--- config.mk ---
export PLATFORM = sky130hd
export DESIGN_NAME = mesh_router_param
export DESIGN_NICKNAME = d
export VERILOG_FILES = /design/src/rtl/noc_router_pkg.sv /design/src/rtl/router_fifo.sv /design/src/rtl/mesh_router_param.sv
export SDC_FILE = /design/constraint.sdc
export NUM_CORES = 1
export LEC_CHECK = 0
export CAP_MARGIN = 5
export CORE_MARGIN = 3
export CORE_UTILIZATION = 25
export DETAILED_ROUTE_END_ITERATION = 6
export DONT_BUFFER_PORTS = 1
export PLACE_DENSITY_LB_ADDON = 0.12
export SKIP_LAST_GASP = 1
export SYNTH_ARGS = -nofsm -noshare
export SYNTH_HDL_FRONTEND = slang
export SYNTH_SLANG_ARGS = --single-unit
--- constraint.sdc ---
create_clock -name clk -period 10.7 [get_ports clk]
set_clock_uncertainty 0.05 [all_clocks]
set_input_delay 2.14 -clock clk [delete_from_list [all_inputs] [get_ports clk]]
set_output_delay 2.14 -clock clk [all_outputs]
set_load 0.05 [all_outputs]
--- src/rtl/noc_router_pkg.sv ---
// Shared definitions for the parametrised mesh router: port numbering,
// routing modes and the dimension-order route function.
package noc_router_pkg;

    localparam int N_PORTS = 5;

    typedef logic [2:0] port_t;

    localparam port_t P_LOCAL = 3'd0;
    localparam port_t P_NORTH = 3'd1;
    localparam port_t P_EAST  = 3'd2;
    localparam port_t P_SOUTH = 3'd3;
    localparam port_t P_WEST  = 3'd4;

    localparam bit MODE_XY = 1'b0;
    localparam bit MODE_YX = 1'b1;

    // Coordinates are zero-extended to a fixed width so one function serves every CW.
    localparam int CW_MAX = 8;
    typedef logic [CW_MAX-1:0] coord_t;

    function automatic port_t route_port(input coord_t dy, input coord_t dx,
                                         input coord_t ry, input coord_t rx,
                                         input bit yx_mode);
        port_t p;
        if (yx_mode == MODE_YX) begin
            if (dy > ry)      p = P_SOUTH;
            else if (dy < ry) p = P_NORTH;
            else if (dx > rx) p = P_EAST;
            else if (dx < rx) p = P_WEST;
            else              p = P_LOCAL;
        end else begin
            if (dx > rx)      p = P_EAST;
            else if (dx < rx) p = P_WEST;
            else if (dy > ry) p = P_SOUTH;
            else if (dy < ry) p = P_NORTH;
            else              p = P_LOCAL;
        end
        return p;
    endfunction

endpackage

--- src/rtl/router_fifo.sv ---
// Per-input flit FIFO with registered occupancy count and a
// combinational head read.
module router_fifo #(
    parameter int PL    = 32,
    parameter int DEPTH = 4
) (
    input  logic                         clk,
    input  logic                         rst_n,
    input  logic                         push,
    input  logic [PL-1:0]                wdata,
    input  logic                         pop,
    output logic [PL-1:0]                rdata,
    output logic [$clog2(DEPTH):0]       count,
    output logic                         full,
    output logic                         empty
);

    localparam int AW   = $clog2(DEPTH);
    localparam int CNTW = AW + 1;

    logic [PL-1:0] mem [DEPTH];
    logic [AW-1:0] wr_ptr;
    logic [AW-1:0] rd_ptr;
    logic          push_ok;
    logic          pop_ok;

    assign full    = (count == CNTW'(DEPTH));
    assign empty   = (count == '0);
    assign push_ok = push && !full;
    assign pop_ok  = pop && !empty;
    assign rdata   = mem[rd_ptr];

    // DEPTH is a power of two, so pointer overflow is the modulo wrap.
    always_ff @(posedge clk or negedge rst_n) begin
        if (!rst_n) begin
            wr_ptr <= '0;
            rd_ptr <= '0;
            count  <= '0;
        end else begin
            if (push_ok) wr_ptr <= wr_ptr + AW'(1);
            if (pop_ok)  rd_ptr <= rd_ptr + AW'(1);
            case ({push_ok, pop_ok})
                2'b10:   count <= count + CNTW'(1);
                2'b01:   count <= count - CNTW'(1);
                default: count <= count;
            endcase
        end
    end

    always_ff @(posedge clk) begin
        if (push_ok) mem[wr_ptr] <= wdata;
    end

endmodule

--- src/rtl/mesh_router_param.sv ---
// Five-port mesh router tile: input FIFOs, dimension-order routing,
// round-robin output arbitration and out-of-mesh drop with sticky flag.
module mesh_router_param
    import noc_router_pkg::*;
#(
    parameter int PL      = 32,
    parameter int MESH_X  = 3,
    parameter int MESH_Y  = 3,
    parameter int CW      = 2,
    parameter int DEPTH   = 4,
    parameter bit YX_MODE = 1'b0
) (
    input  logic                         clk,
    input  logic                         rst_n,
    input  logic [CW-1:0]                router_Y,
    input  logic [CW-1:0]                router_X,
    input  logic [N_PORTS-1:0][PL-1:0]   in_data,
    input  logic [N_PORTS-1:0]           in_valid,
    output logic [N_PORTS-1:0]           in_ready,
    output logic [N_PORTS-1:0][PL-1:0]   out_data,
    output logic [N_PORTS-1:0]           out_valid,
    input  logic [N_PORTS-1:0]           out_ready,
    output logic                         err_drop
);

    localparam int CNTW = $clog2(DEPTH) + 1;

    logic [N_PORTS-1:0][PL-1:0]   head;
    logic [N_PORTS-1:0][CNTW-1:0] count;
    logic [N_PORTS-1:0]           fifo_full;
    logic [N_PORTS-1:0]           empty;
    logic [N_PORTS-1:0]           push;
    logic [N_PORTS-1:0]           pop;
    logic [N_PORTS-1:0]           drop;
    logic [N_PORTS-1:0]           slot_free;
    logic [N_PORTS-1:0][N_PORTS-1:0] req;      // req[output][input]
    logic [N_PORTS-1:0]           win_valid;
    port_t [N_PORTS-1:0]          win_idx;
    port_t [N_PORTS-1:0]          rr_ptr;
    logic [CW-1:0]                dy;
    logic [CW-1:0]                dx;
    logic [3:0]                   pick;

    // Returns {found, index}: first requester at or above ptr, wrapping modulo N_PORTS.
    function automatic logic [3:0] rr_pick(input logic [N_PORTS-1:0] r, input port_t ptr);
        logic [3:0] c;
        logic [3:0] res;
        res = '0;
        for (int k = N_PORTS - 1; k >= 0; k--) begin
            c = {1'b0, ptr} + 4'(k);
            if (c >= 4'(N_PORTS)) c = c - 4'(N_PORTS);
            if (r[c[2:0]]) res = {1'b1, c[2:0]};
        end
        return res;
    endfunction

    for (genvar g = 0; g < N_PORTS; g++) begin : g_fifo
        router_fifo #(.PL(PL), .DEPTH(DEPTH)) u_fifo (
            .clk   (clk),
            .rst_n (rst_n),
            .push  (push[g]),
            .wdata (in_data[g]),
            .pop   (pop[g]),
            .rdata (head[g]),
            .count (count[g]),
            .full  (fifo_full[g]),
            .empty (empty[g])
        );
        assign in_ready[g] = (count[g] != CNTW'(DEPTH));
        assign push[g]     = in_valid[g] && !fifo_full[g];
    end

    assign slot_free = ~out_valid | out_ready;

    // Destination Y sits in the top CW bits of the flit, X just below it.
    always_comb begin
        req  = '0;
        drop = '0;
        dy   = '0;
        dx   = '0;
        for (int i = 0; i < N_PORTS; i++) begin
            dy = head[i][PL-1 -: CW];
            dx = head[i][PL-1-CW -: CW];
            if (!empty[i]) begin
                if (int'(dy) >= MESH_Y || int'(dx) >= MESH_X)
                    drop[i] = 1'b1;
                else
                    req[route_port(coord_t'(dy), coord_t'(dx), coord_t'(router_Y),
                                   coord_t'(router_X), YX_MODE)][i] = 1'b1;
            end
        end
    end

    // A head has exactly one route, so at most one output can claim each input.
    always_comb begin
        pop       = drop;
        win_valid = '0;
        win_idx   = '0;
        pick      = '0;
        for (int o = 0; o < N_PORTS; o++) begin
            pick = rr_pick(req[o], rr_ptr[o]);
            if (slot_free[o] && pick[3]) begin
                win_valid[o]     = 1'b1;
                win_idx[o]       = pick[2:0];
                pop[pick[2:0]]   = 1'b1;
            end
        end
    end

    always_ff @(posedge clk or negedge rst_n) begin
        if (!rst_n) begin
            out_valid <= '0;
            out_data  <= '0;
            rr_ptr    <= '0;
            err_drop  <= 1'b0;
        end else begin
            for (int o = 0; o < N_PORTS; o++) begin
                if (slot_free[o]) begin
                    if (win_valid[o]) begin
                        out_valid[o] <= 1'b1;
                        out_data[o]  <= head[win_idx[o]];
                        rr_ptr[o]    <= (win_idx[o] == port_t'(N_PORTS - 1)) ? port_t'(0)
                                                                            : win_idx[o] + port_t'(1);
                    end else begin
                        out_valid[o] <= 1'b0;
                    end
                end
            end
            if (|drop) err_drop <= 1'b1;
        end
    end

endmodule

After elaboration in Yosys (flattened, before gate mapping). Memory sizes are Yosys's and may differ from the RTL's. Index checks and enable logic that the tools add are counted.

Add/sub/neg operators: 70. Multiply operators: 0. Divide/modulo/power cells: 0. $lt $le $gt $ge: 105. Equal/unequal tests: 25. Shift-type cells: 0. Mux-type cells: 220. Bitwise gates (word level): 11. Reductions and logical operators: 61.

Operators with widths (count): binary-select mux 32 bit (select 3 bit) (5); 2-to-1 mux 25 bit (10); 2-to-1 mux 3 bit (56); less-than comparator 3 x 4 -> 1 bit, second input constant (40); 2-to-1 mux 32 bit (5); 2-to-1 mux 4 bit (26); OR 25 bit (4); >= comparator 4 x 3 -> 1 bit, second input constant (20); binary-select mux 1 bit (select 3 bit) (25); demux 5 bit (select 3 bit) (5); subtractor 3 bit, second input constant (25); 2-to-1 mux 1 bit (66); adder 3 x 2 -> 4 bit, second input constant (10); adder 3 x 1 -> 3 bit, second input constant (10); == test 3 bit, second input constant (10); >= comparator 3 x 1 -> 1 bit, second input constant (10); logical AND 1 bit (30); 2-to-1 mux 5 bit (6); OR 5 bit (6); case mux 3 bit (2 select lines) (5); adder 2 x 1 -> 2 bit, second input constant (10); adder 3 x 1 -> 4 bit, second input constant (5); adder 3 x 3 -> 4 bit, second input constant (5); >= comparator 2 bit, second input constant (10); 16 further kinds (88).

Flip-flop bits (word level): 216. Latch bits: 0. Bits in writable memories: 640. Bits in read-only memories: 0. Input port bits: 176. Output and inout bits: 171. Logic and storage cells: 528. Memories: 5.

Memories: g_fifo[0].u_fifo.mem (words 4, width 32, read ports 1, clocked after Yosys merged registers in 0, wr ports 1, RTL line router_fifo.sv:21) `logic [PL-1:0] mem [DEPTH];`; g_fifo[1].u_fifo.mem (words 4, width 32, read ports 1, clocked after Yosys merged registers in 0, wr ports 1, RTL line router_fifo.sv:21); g_fifo[2].u_fifo.mem (words 4, width 32, read ports 1, clocked after Yosys merged registers in 0, wr ports 1, RTL line router_fifo.sv:21); g_fifo[3].u_fifo.mem (words 4, width 32, read ports 1, clocked after Yosys merged registers in 0, wr ports 1, RTL line router_fifo.sv:21); g_fifo[4].u_fifo.mem (words 4, width 32, read ports 1, clocked after Yosys merged registers in 0, wr ports 1, RTL line router_fifo.sv:21).

Depth between registers and ports, before layout. Gate-level depths: netlist of run 1. An unclocked memory read counts as a cell.

Depth in word-level cells: 50. Mapped depth: 23. Gate-level depth less buffers: 21.

By module. A second synthesis of run 1 with hierarchy kept.

Cell total of the unflattened synthesis: 3325. Area total of the unflattened synthesis: 43832.0 um2.

Modules (own cells, without submodules): mesh_router_param (instances 1, cells each 2297, area an instance 18469.0 um2, sequential area each 4529.3 um2); router_fifo (g_fifo[0].u_fifo ...) (instances 3, cells each 205, area an instance 5091.1 um2, sequential area each 4018.9 um2); router_fifo (g_fifo[3].u_fifo) (instances 1, cells each 207, area an instance 5048.6 um2, sequential area each 4018.9 um2); router_fifo (g_fifo[2].u_fifo) (instances 1, cells each 206, area an instance 5041.1 um2, sequential area each 4018.9 um2).

Worst setup path after synthesis of run 1. No wires, ideal clock.

Kind: in2reg. Start point: input router_X[1]. End point: register g_fifo[3].u_fifo.count[2]. Setup time: 0.125 ns. Arrival time: 6.029 ns. Data required time: 10.525 ns. Setup slack: 4.496 ns. Stages: 20. Buffers on the path: 1. Cell sequence: inv_1 ha_1 nor2b_1 o211ai_1 nor4_1 a21oi_2 nand2_1 or4b_1 o41a_1 buf_2 nand2_2 inv_2 a22o_1 or3_1 ha_1 inv_1 fa_1 xor2_1 nor2_1 xor2_1.

Longest elaborated chain between the ends: 47. Elaborated cells on any way between the ends: 189. Those cells by class: 30 x order compare; 2 x eq/ne; 131 x mux; 9 x bitwise; 17 x reduce/logical.

Ends and longest elaborated chain: start: declaration (RTL line mesh_router_param.sv:16) `input logic [CW-1:0] router_X,`; less-than comparator 2 bit (RTL line noc_router_pkg.sv:34) `else if (dx < rx) p = P_WEST;`; 2-to-1 mux 3 bit (RTL line noc_router_pkg.sv:34); 2-to-1 mux 3 bit (RTL line noc_router_pkg.sv:33) `if (dx > rx) p = P_EAST;`; 2-to-1 mux 3 bit (RTL line mesh_router_param.sv:85) `if (int'(dy) >= MESH_Y || int'(dx) >= MESH_X)`; 2-to-1 mux 3 bit (RTL line mesh_router_param.sv:84) `if (!empty[i]) begin`; less-than comparator 3 x 4 -> 1 bit (not written as such) / >= comparator 3 x 1 -> 1 bit (equally long branches) (RTL line mesh_router_param.sv:88) `req[route_port(coord_t'(dy), coord_t'(dx), coord_t'(router_Y),`; logical AND 1 bit (not written as such) (RTL line mesh_router_param.sv:88); 2-to-1 mux 1 bit (not written as such) (RTL line mesh_router_param.sv:88); [... 32 more ...]; OR 5 bit (no source line); 2-to-1 mux 5 bit (RTL line mesh_router_param.sv:102) `if (slot_free[o] && pick[3]) begin`; OR 5 bit (no source line); 2-to-1 mux 5 bit (*) (RTL line mesh_router_param.sv:102); logical AND 1 bit (*) (RTL line router_fifo.sv:30) `assign pop_ok = pop && !empty;`; via g_fifo[3].u_fifo.pop_ok (RTL line router_fifo.sv:25) `logic pop_ok;`; == test 2 x 1 -> 1 bit / == test 2 bit (equally long branches) (RTL line router_fifo.sv:42) `case ({push_ok, pop_ok})`; case mux 3 bit (2 select lines) / nonzero test 2 bit (equally long branches); end signal: assignment (RTL line router_fifo.sv:43) `2'b10: count <= count + CNTW'(1);`; end signal: assignment (RTL line router_fifo.sv:44) `2'b01: count <= count - CNTW'(1);`; end signal: assignment (RTL line router_fifo.sv:45) `default: count <= count;`; end: declaration (RTL line router_fifo.sv:13) `output logic [$clog2(DEPTH):0] count,`.

Mark *: on every way through the listed nets, which the timed path passes. The rest lies on a longest branch. The select of a mux whose other input is x is not followed. A chain may end at the register's enable or synchronous reset.

Worst setup path after layout of run 1.
Start point: register g_fifo[3].u_fifo.rd_ptr[0]. End point: register g_fifo[4].u_fifo.count[2].

Longest elaborated chain between the ends: 42. Elaborated cells on any way between the ends: 145. Those cells by class: 18 x order compare; 2 x eq/ne; 103 x mux; 7 x bitwise; 14 x reduce/logical; 1 x memory.

Ends and longest elaborated chain: start: declaration (RTL line router_fifo.sv:23) `logic [AW-1:0] rd_ptr;`; start signal: assignment (RTL line router_fifo.sv:41) `if (pop_ok) rd_ptr <= rd_ptr + AW'(1);`; memory (4 x 32 bit) (*); less-than comparator 2 bit (RTL line noc_router_pkg.sv:36) `else if (dy < ry) p = P_NORTH;`; 2-to-1 mux 1 bit (RTL line noc_router_pkg.sv:36); 2-to-1 mux 2 bit (RTL line noc_router_pkg.sv:35) `else if (dy > ry) p = P_SOUTH;`; 2-to-1 mux 3 bit (RTL line noc_router_pkg.sv:34); 2-to-1 mux 3 bit (RTL line noc_router_pkg.sv:33); 2-to-1 mux 3 bit (RTL line mesh_router_param.sv:85); 2-to-1 mux 3 bit (RTL line mesh_router_param.sv:84); [... 27 more ...]; OR 5 bit (no source line); 2-to-1 mux 5 bit (RTL line mesh_router_param.sv:102); OR 5 bit (no source line); 2-to-1 mux 5 bit (*) (RTL line mesh_router_param.sv:102); logical AND 1 bit (*) (RTL line router_fifo.sv:30); via g_fifo[4].u_fifo.pop_ok (RTL line router_fifo.sv:25); == test 2 x 1 -> 1 bit / == test 2 bit (equally long branches) (RTL line router_fifo.sv:42); case mux 3 bit (2 select lines) / nonzero test 2 bit (equally long branches); end signal: assignment (RTL line router_fifo.sv:43); end signal: assignment (RTL line router_fifo.sv:44); end signal: assignment (RTL line router_fifo.sv:45); end: declaration (RTL line router_fifo.sv:13).

Marked as above.

==> summary.md, run 1 <==
| Metric | Value |
|---|---|
| Status | complete, no violations |
| Num ports | 347 |
| Initial DRC Count | 2452 |
| Share of layout cells above drive strength 1 | 0.150 |
| Initial antenna violation count | 4 |
| Setup-failing EPs final | 0 |
| Post-synthesis cell type count | 108 |
| Drt first pass iters | 5 |
| Core area | 175000 um2 |
| Synth Instances | 3428 |
| Syn_area_per_cell | 12.9 um2 |
| Hold Vio Cnt, Final | 0 |
| Initial Utilization | 0.253 |
| Via count | 30000 |
| Worst slew pin tran | 1050 ps |
| Max cap viols | 0 |
| RSZ-0062 raised after global routing | no |
| Clk_lat worst skew | 760 ps |
| Post-DP HPWL | 133 mm |
| CTS H-Tree Depth | 3 |
| RePlAce Congestion | 0.877 |
| Final wirelength | 184 mm |
| Slew Viols, Final | 0 |
| Final ANT Viol Nets | 0 |
| DRC | 0 |
| Worst relative slew slack | 0.299 |
| Crit-path most repeated cell | buf_4 |
| Crit. End Element | flip-flop |
| Most common flop cell mapped by yosys | edfxtp_1 |
| Post-route insts no fill | 5776 |
| Die Area | 182000 um2 |
| Worst EP required | 11270 ps |
| Max clock buf depth | 3 |
| Cell Area, Synth | 44300 um2 |
| CP max stage delay | 800 ps |
| Site row count | 153 |
| Area added between synthesis and finish | 12.9% |
| Max stage delay cell, worst path | dfrtp_2 |
| Root Driver | clkbuf_16 |
| Setup repair bufs after CTS | 0 |
| Ys Warns | 0 |
| #FFs+latches synth | 856 |
| Number of global-route vias before repair | 30000 |
| Delay-heaviest family, CP | simple AND/OR/NAND/NOR gates |
| Mean routed wirelength per cell | 31.8 um |
| Port Buf Inserts | 0 |
| FFs w/ async S/R, synth | 0.252 |
| Part of the Yosys area used for sequential elements | 0.556 |
| Worst Hold Class | reg -> reg |
| GRT Util Overall | 0.198 |
| Gr ovfl total | 0 |
| Largest net degree at the start of global routing | 217 |
| Post-layout util | 0.286 |
| Worst path bufs/invs | 6 |
| Hold_buf cts | 0 |
| Resized cells post-CTS | 0 |
| First-pass GRT wire length | 254 mm |
| Die Y-Extent | 427 um |
| CP Max Fanout | 40 |
| Post-synth EDFFs | 640 |
| Syn nets | 3709 |
| Crit Path Category | reg -> reg |
| CTS clk-pin slew, worst paths | 60 ps |
| Worst EP arrival | 7920 ps |
| Final Cycle Share | 0.686 |
| Setup TNS | 0 ps |
| Final #Nets | 3649 |
| Total CTS buffers | 100 |
| CTS tree | done |
| Fmax | 136 MHz |
| Crit start category | flip-flop |
| Time the worst path needs with I/O delays and setup | 7340 ps |
| Worst Setup Slack, final | 3360 ps |
| DP Worst Slack | 3030 ps |
| Clk sinks | 856 |
| Worst-path cell chain | buf_4, mux4_2, inv_1, ha_1, nand2_1, o21ai_1, and3_1, a32o_1, or2_2, or2_2, o41a_2, buf_4, inv_2, buf_4, nor2_1, or4_1, ha_1, inv_1, fa_1, xor2_1, nor2_1, xor2_1 |
| Die Wd | 427 um |
| Via density | 5.20 |
| Post-Place Cells | 5591 |
-- cells by family after synthesis --
family | count (synthesis) | synth area share
xor gates and xnor gates | 55 | 0.0109
adders and majority gates | 105 | 0.0314
buffers and inverters | 315 | 0.0309
AOI/OAI and AO/OA | 882 | 0.141
DFF | 856 | 0.556
muxes | 424 | 0.143
and+or+nand+nor | 791 | 0.0876
-- worst register-to-register path, cell delays in order, from the launching register on --
cell     delay (ps)
dfrtp_2         800
buf_4           520
mux4_2          740
inv_1           190
ha_1            240
nand2_1         110
o21ai_1         220
and3_1          270
a32o_1          240
or2_2           290
or2_2           310
o41a_2          370
buf_4           320
inv_2           340
buf_4           490
nor2_1          230
or4_1           650
ha_1            270
inv_1            70
fa_1            170
xor2_1          140
nor2_1           60
xor2_1          140
-- layout by cell type (no fill, tap or decap), types with 12 or more instances in the layout --
cell type | netlist | layout
buf_4 | 12 | 56
and3_2 | 0 | 12
a311o_1 | 54 | 54
o31ai_1 | 12 | 12
nor3_1 | 57 | 57
mux4_2 | 161 | 161
o21ai_1 | 32 | 30
and2_1 | 49 | 49
nand2_1 | 248 | 246
clkinv_1 | 2 | 25
a31oi_1 | 52 | 52
o21ai_0 | 103 | 103
a22oi_1 | 31 | 31
dfrtp_1 | 216 | 208
o22a_1 | 25 | 24
edfxtp_1 | 640 | 640
xor2_1 | 19 | 19
inv_1 | 87 | 87
o21a_1 | 41 | 41
mux2_2 | 49 | 49
a211oi_1 | 68 | 68
o2bb2ai_1 | 21 | 21
nand3_1 | 40 | 40
clkbuf_1 | 148 | 21
a221oi_1 | 29 | 28
mux2i_1 | 214 | 214
nand2b_1 | 35 | 35
xnor2_1 | 36 | 36
nand4_1 | 13 | 13
and3_1 | 34 | 22
a21o_1 | 12 | 12
clkbuf_16 | 0 | 100
ha_1 | 95 | 95
or3_1 | 16 | 16
a21oi_1 | 226 | 226
o211ai_1 | 19 | 19
o22ai_1 | 15 | 15
nor2b_1 | 45 | 45
nor2_1 | 181 | 179
-- state kept, by name (all words and copies together) (netlist names) --
name	count
g_fifo.u_fifo.mem	640
out_data	160
g_fifo.u_fifo.count	15
rr_ptr	15
g_fifo.u_fifo.rd_ptr	10
g_fifo.u_fifo.wr_ptr	10
out_valid	5
err_drop	1
-- synth_stat cells, types with 34 or more instances --
library cell  instances  area (um2)
and3_1               34         213
edfxtp_1            640       19200
nand3_1              40         200
nand2_1             248         931
dfrtp_1             216        5410
ha_1                 95        1190
mux2i_1             214        2140
a21oi_1             226        1130
nor2_1              181         679
clkbuf_1            148         556
mux2_2               49         552
nor3_1               57         285
mux4_2              161        3630
a311o_1              54         541
a211oi_1             68         510
o21a_1               41         308
nor2b_1              45         282
and2_1               49         307
o21ai_0             103         515
inv_1                87         327
buf_2                35         175
a31oi_1              52         325
nand2b_1             35         219
xnor2_1              36         315
-- final timing paths --
check / startpoint / end / slack [ps] / cells past startpoint
worst max-delay path: g_fifo[3].u_fifo.rd_ptr[0] / g_fifo[4].u_fifo.count[2] / 3360 / 22
worst min register to register: g_fifo[2].u_fifo.rd_ptr[1] / g_fifo[2].u_fifo.rd_ptr[1] / 420 / 1
worst min-delay path: g_fifo[2].u_fifo.rd_ptr[1] / g_fifo[2].u_fifo.rd_ptr[1] / 420 / 1
min in group asynchronous: rst_n / g_fifo[2].u_fifo.wr_ptr[0] / 1080 / 0
max in group asynchronous: rst_n / g_fifo[4].u_fifo.rd_ptr[0] / 8700 / 0
worst max register to register: g_fifo[3].u_fifo.rd_ptr[0] / g_fifo[4].u_fifo.count[2] / 3360 / 22
-- metal layers --
metal,vias to the layer above,wire length (um),global-route usage
met2,720,95000,0.353
met4,0,7330,0.0765
met1,15800,72400,0.233
met3,204,8920,0.0390
met5,-,0,0
li1,13300,-,-
-- final cells by class --
type,count,area [um2]
antenna,2,5.00
timing repair buffer,57,432
tap,2325,2910
multi-input combinational,2257,18400
clock inverter,59,593
sequential,856,24600
fill,17900,125000
clock buffer,124,2620
inverter,96,360
-- per-stage QoR --
step           instance area (um2)  hold WS, ps
2_1_floorplan                44300          414
3_3_place_gp                 46800          407
3_5_place_dp                 46800          411
4_1_cts                      50000          421
5_1_grt                      50000          448
6_report                     50000          417
Power of run 1 is left out: the tool's default activity adds up to more than one toggle a clock period on the data nets, which glitch-free logic cannot reach.
==> run 2, diff against run 1 <==
clock period = 6.2 ns   (was 10.7 ns; I/O delays follow)
==> run 2 against run 1 <==
  * Sequential share of layout area down 0.59 points
  * Worst hold slack worse by 250 ps
  * Via count up 0.90%
  * First-iteration DRC count up 1.1%
==> summary.md, run 2 (synthesis results as in run 1) <==
| Metric | Value |
|---|---|
| Final ANT Viol Nets | 0 (unchanged) |
| Hold_buf cts | 0 (unchanged) |
| Worst-path cell chain | mux4_2, ha_1, nor2b_1, o211ai_1, nor4_1, a21oi_2, nand2_1, or4b_1, o41a_2, nand2_2, inv_2, a22o_1, or3_1, ha_1, inv_1, fa_1, xor2_1, nor2_1, xor2_1 |
| DP Worst Slack | 270 ps (-2760 ps) |
| Via count | 30300 (+0.90%) |
| Delay-heaviest family, CP | simple AND/OR/NAND/NOR gates |
| Initial antenna violation count | 4 (unchanged) |
| Max cap viols | 0 (unchanged) |
| Clk_lat worst skew | 750 ps (about the same) |
| RePlAce Congestion | 0.915 (+4.3%) |
| Total CTS buffers | 102 (+2.0%) |
| Area added between synthesis and finish | 14.2% |
| Reg-to-Reg Start | g_fifo[3].u_fifo.rd_ptr[0] |
| Share of layout cells above drive strength 1 | 0.169 (+0.0189) |
| Hold Vio Cnt, Final | 0 (unchanged) |
| Site row count | 153 (unchanged) |
| Clk sinks | 856 (unchanged) |
| R2r setup slk | 370 ps (-2990 ps) |
| Worst slew pin tran | 1020 ps (-32.4 ps) |
| Port Buf Inserts | 0 (unchanged) |
| Met2 Use GR | 0.344 (-0.00905) |
| Die Y-Extent | 427 um (unchanged) |
| Worst path bufs/invs | 2 (-4) |
| CTS clk-pin slew, worst paths | 60 ps (about the same) |
| CTS tree | done |
| CP Max Fanout | 12 (-70%) |
| CP max stage delay | 740 ps (-60 ps) |
| Post-DP HPWL | 135 mm (+2.2%) |
| Most common cell after layout, fill and taps aside | edfxtp_1 |
| Worst Hold Class | in -> async |
| Top reg by flops | g_fifo.u_fifo.mem |
| Setup repair bufs after CTS | 0 (unchanged) |
| Initial Utilization | 0.253 (unchanged) |
| Global routing usage on met3 | 0.0414 (+0.00242) |
| Final #Nets | 3726 (+2.1%) |
| CP endpoint | g_fifo[3].u_fifo.count[2] |
| DRC | 0 (unchanged) |
| Drt first pass iters | 5 (unchanged) |
| Setup TNS | 0 ps (unchanged) |
| Reg2reg path depth | 19 (-14%) |
| Top Usage Layer GRT | met2 |
| RSZ-0062 raised after global routing | no |
| Max clock buf depth | 3 (unchanged) |
| Critical path origin | g_fifo[3].u_fifo.rd_ptr[0] |
| Initial DRC Count | 2478 (+1.1%) |
| Biggest regs | g_fifo.u_fifo.mem x640, out_data x160 |
| Status | complete, no violations |
| Setup-failing EPs final | 0 (unchanged) |
| Fill count | 17900 (+0.35%) |
| Die Area | 182000 um2 (unchanged) |
| Crit. End Element | flip-flop |
| Gr ovfl total | 0 (unchanged) |
| Critical path depth | 19 (-14%) |
| Max stage delay cell, worst path | mux4_2 |
| Via density | 5.17 (-0.51%) |
| Crit start category | flip-flop |
| Num ports | 347 (unchanged) |
| Largest net degree at the start of global routing | 217 (unchanged) |
| Mean routed wirelength per cell | 31.8 um (+0.13%) |
| Met1 Use GR | 0.241 (+0.00875) |
| GRT Util Overall | 0.201 (+0.00298) |
| Max reg flops | 640 (unchanged) |
| Root Driver | clkbuf_16 |
| CTS H-Tree Depth | 3 (unchanged) |
| Crit Path Category | reg -> reg |
| Resized cells post-CTS | 0 (unchanged) |
| Commonest non-fill, non-tap cells in the layout | edfxtp_1 (640), nand2_1 (246), a21oi_1 (226) |
| Time the worst path needs with I/O delays and setup | 5830 ps (-1510 ps) |
| Worst relative slew slack | 0.320 (+0.0216) |
| Worst EP arrival | 6390 ps (-1530 ps) |
| Final Cycle Share | 0.941 (+0.254) |
| Core area | 175000 um2 (unchanged) |
| Fmax | 171 MHz (+26%) |
| First-pass GRT wire length | 256 mm (+0.78%) |
| Worst Setup Slack, final | 367 ps (-2990 ps) |
| Die Wd | 427 um (unchanged) |
| Slew Viols, Final | 0 (unchanged) |
| Number of global-route vias before repair | 30100 (+0.29%) |
| Worst EP required | 6760 ps (-4510 ps) |
| Reg-to-Reg End | g_fifo[3].u_fifo.count[2] |
| Final wirelength | 186 mm (+1.5%) |
run 2: cell types whose count changed in the layout (fill, tap and decap cells not counted), sizes merged:
cell,delta
bufinv,-3
clkinvlp,-8
clkbuf,+9
inv,+5
buf,+75
clkinv,+4
run 2: final cells by class:
class / count / area [um2] / share of cell area
Inverter: 96 / 360 / 0.00712
Timing Repair Buffer: 132 / 991 / 0.0196
Tap cell: 2325 / 2910 / 0.0575
Clock inverter: 57 / 494 / 0.00977
Sequential cell: 856 / 24600 / 0.487
Antenna cell: 2 / 5.00 / 0.0000989
Multi-Input combinational cell: 2257 / 18400 / 0.364
Clock buffer: 133 / 2770 / 0.0547
run 2: routing by layer:
layer  up-vias  share of wire
li1      13400              -
met1     15700           0.40
met2       905           0.50
met3       248          0.057
met4         2          0.050
met5         -       0.000070
run 2: worst min path at each step:
stage | startpoint | end | cells after the start
2_1_floorplan | g_fifo[2].u_fifo.count[2] | g_fifo[2].u_fifo.count[2] | 1
3_3_place_gp | g_fifo[2].u_fifo.count[0] | g_fifo[2].u_fifo.count[0] | 1
4_1_cts | rst_n | g_fifo[2].u_fifo.wr_ptr[1] | 0
6_report | rst_n | g_fifo[0].u_fifo.wr_ptr[0] | 0
5_1_grt | rst_n | g_fifo[0].u_fifo.wr_ptr[1] | 0
3_5_place_dp | g_fifo[2].u_fifo.count[0] | g_fifo[2].u_fifo.count[0] | 1
run 2: stage by stage:
stage,cells,instance area [um2],utilization,hold WS [ps]
2_1_floorplan,3428,44300,-,414
3_3_place_gp,5666,47300,0.271,451
3_5_place_dp,5666,47300,0.271,448
4_1_cts,5856,50600,0.289,71.9
5_1_grt,5856,50600,0.289,127
6_report,5858,50600,0.289,169
Power of run 2 is left out for the same reason.
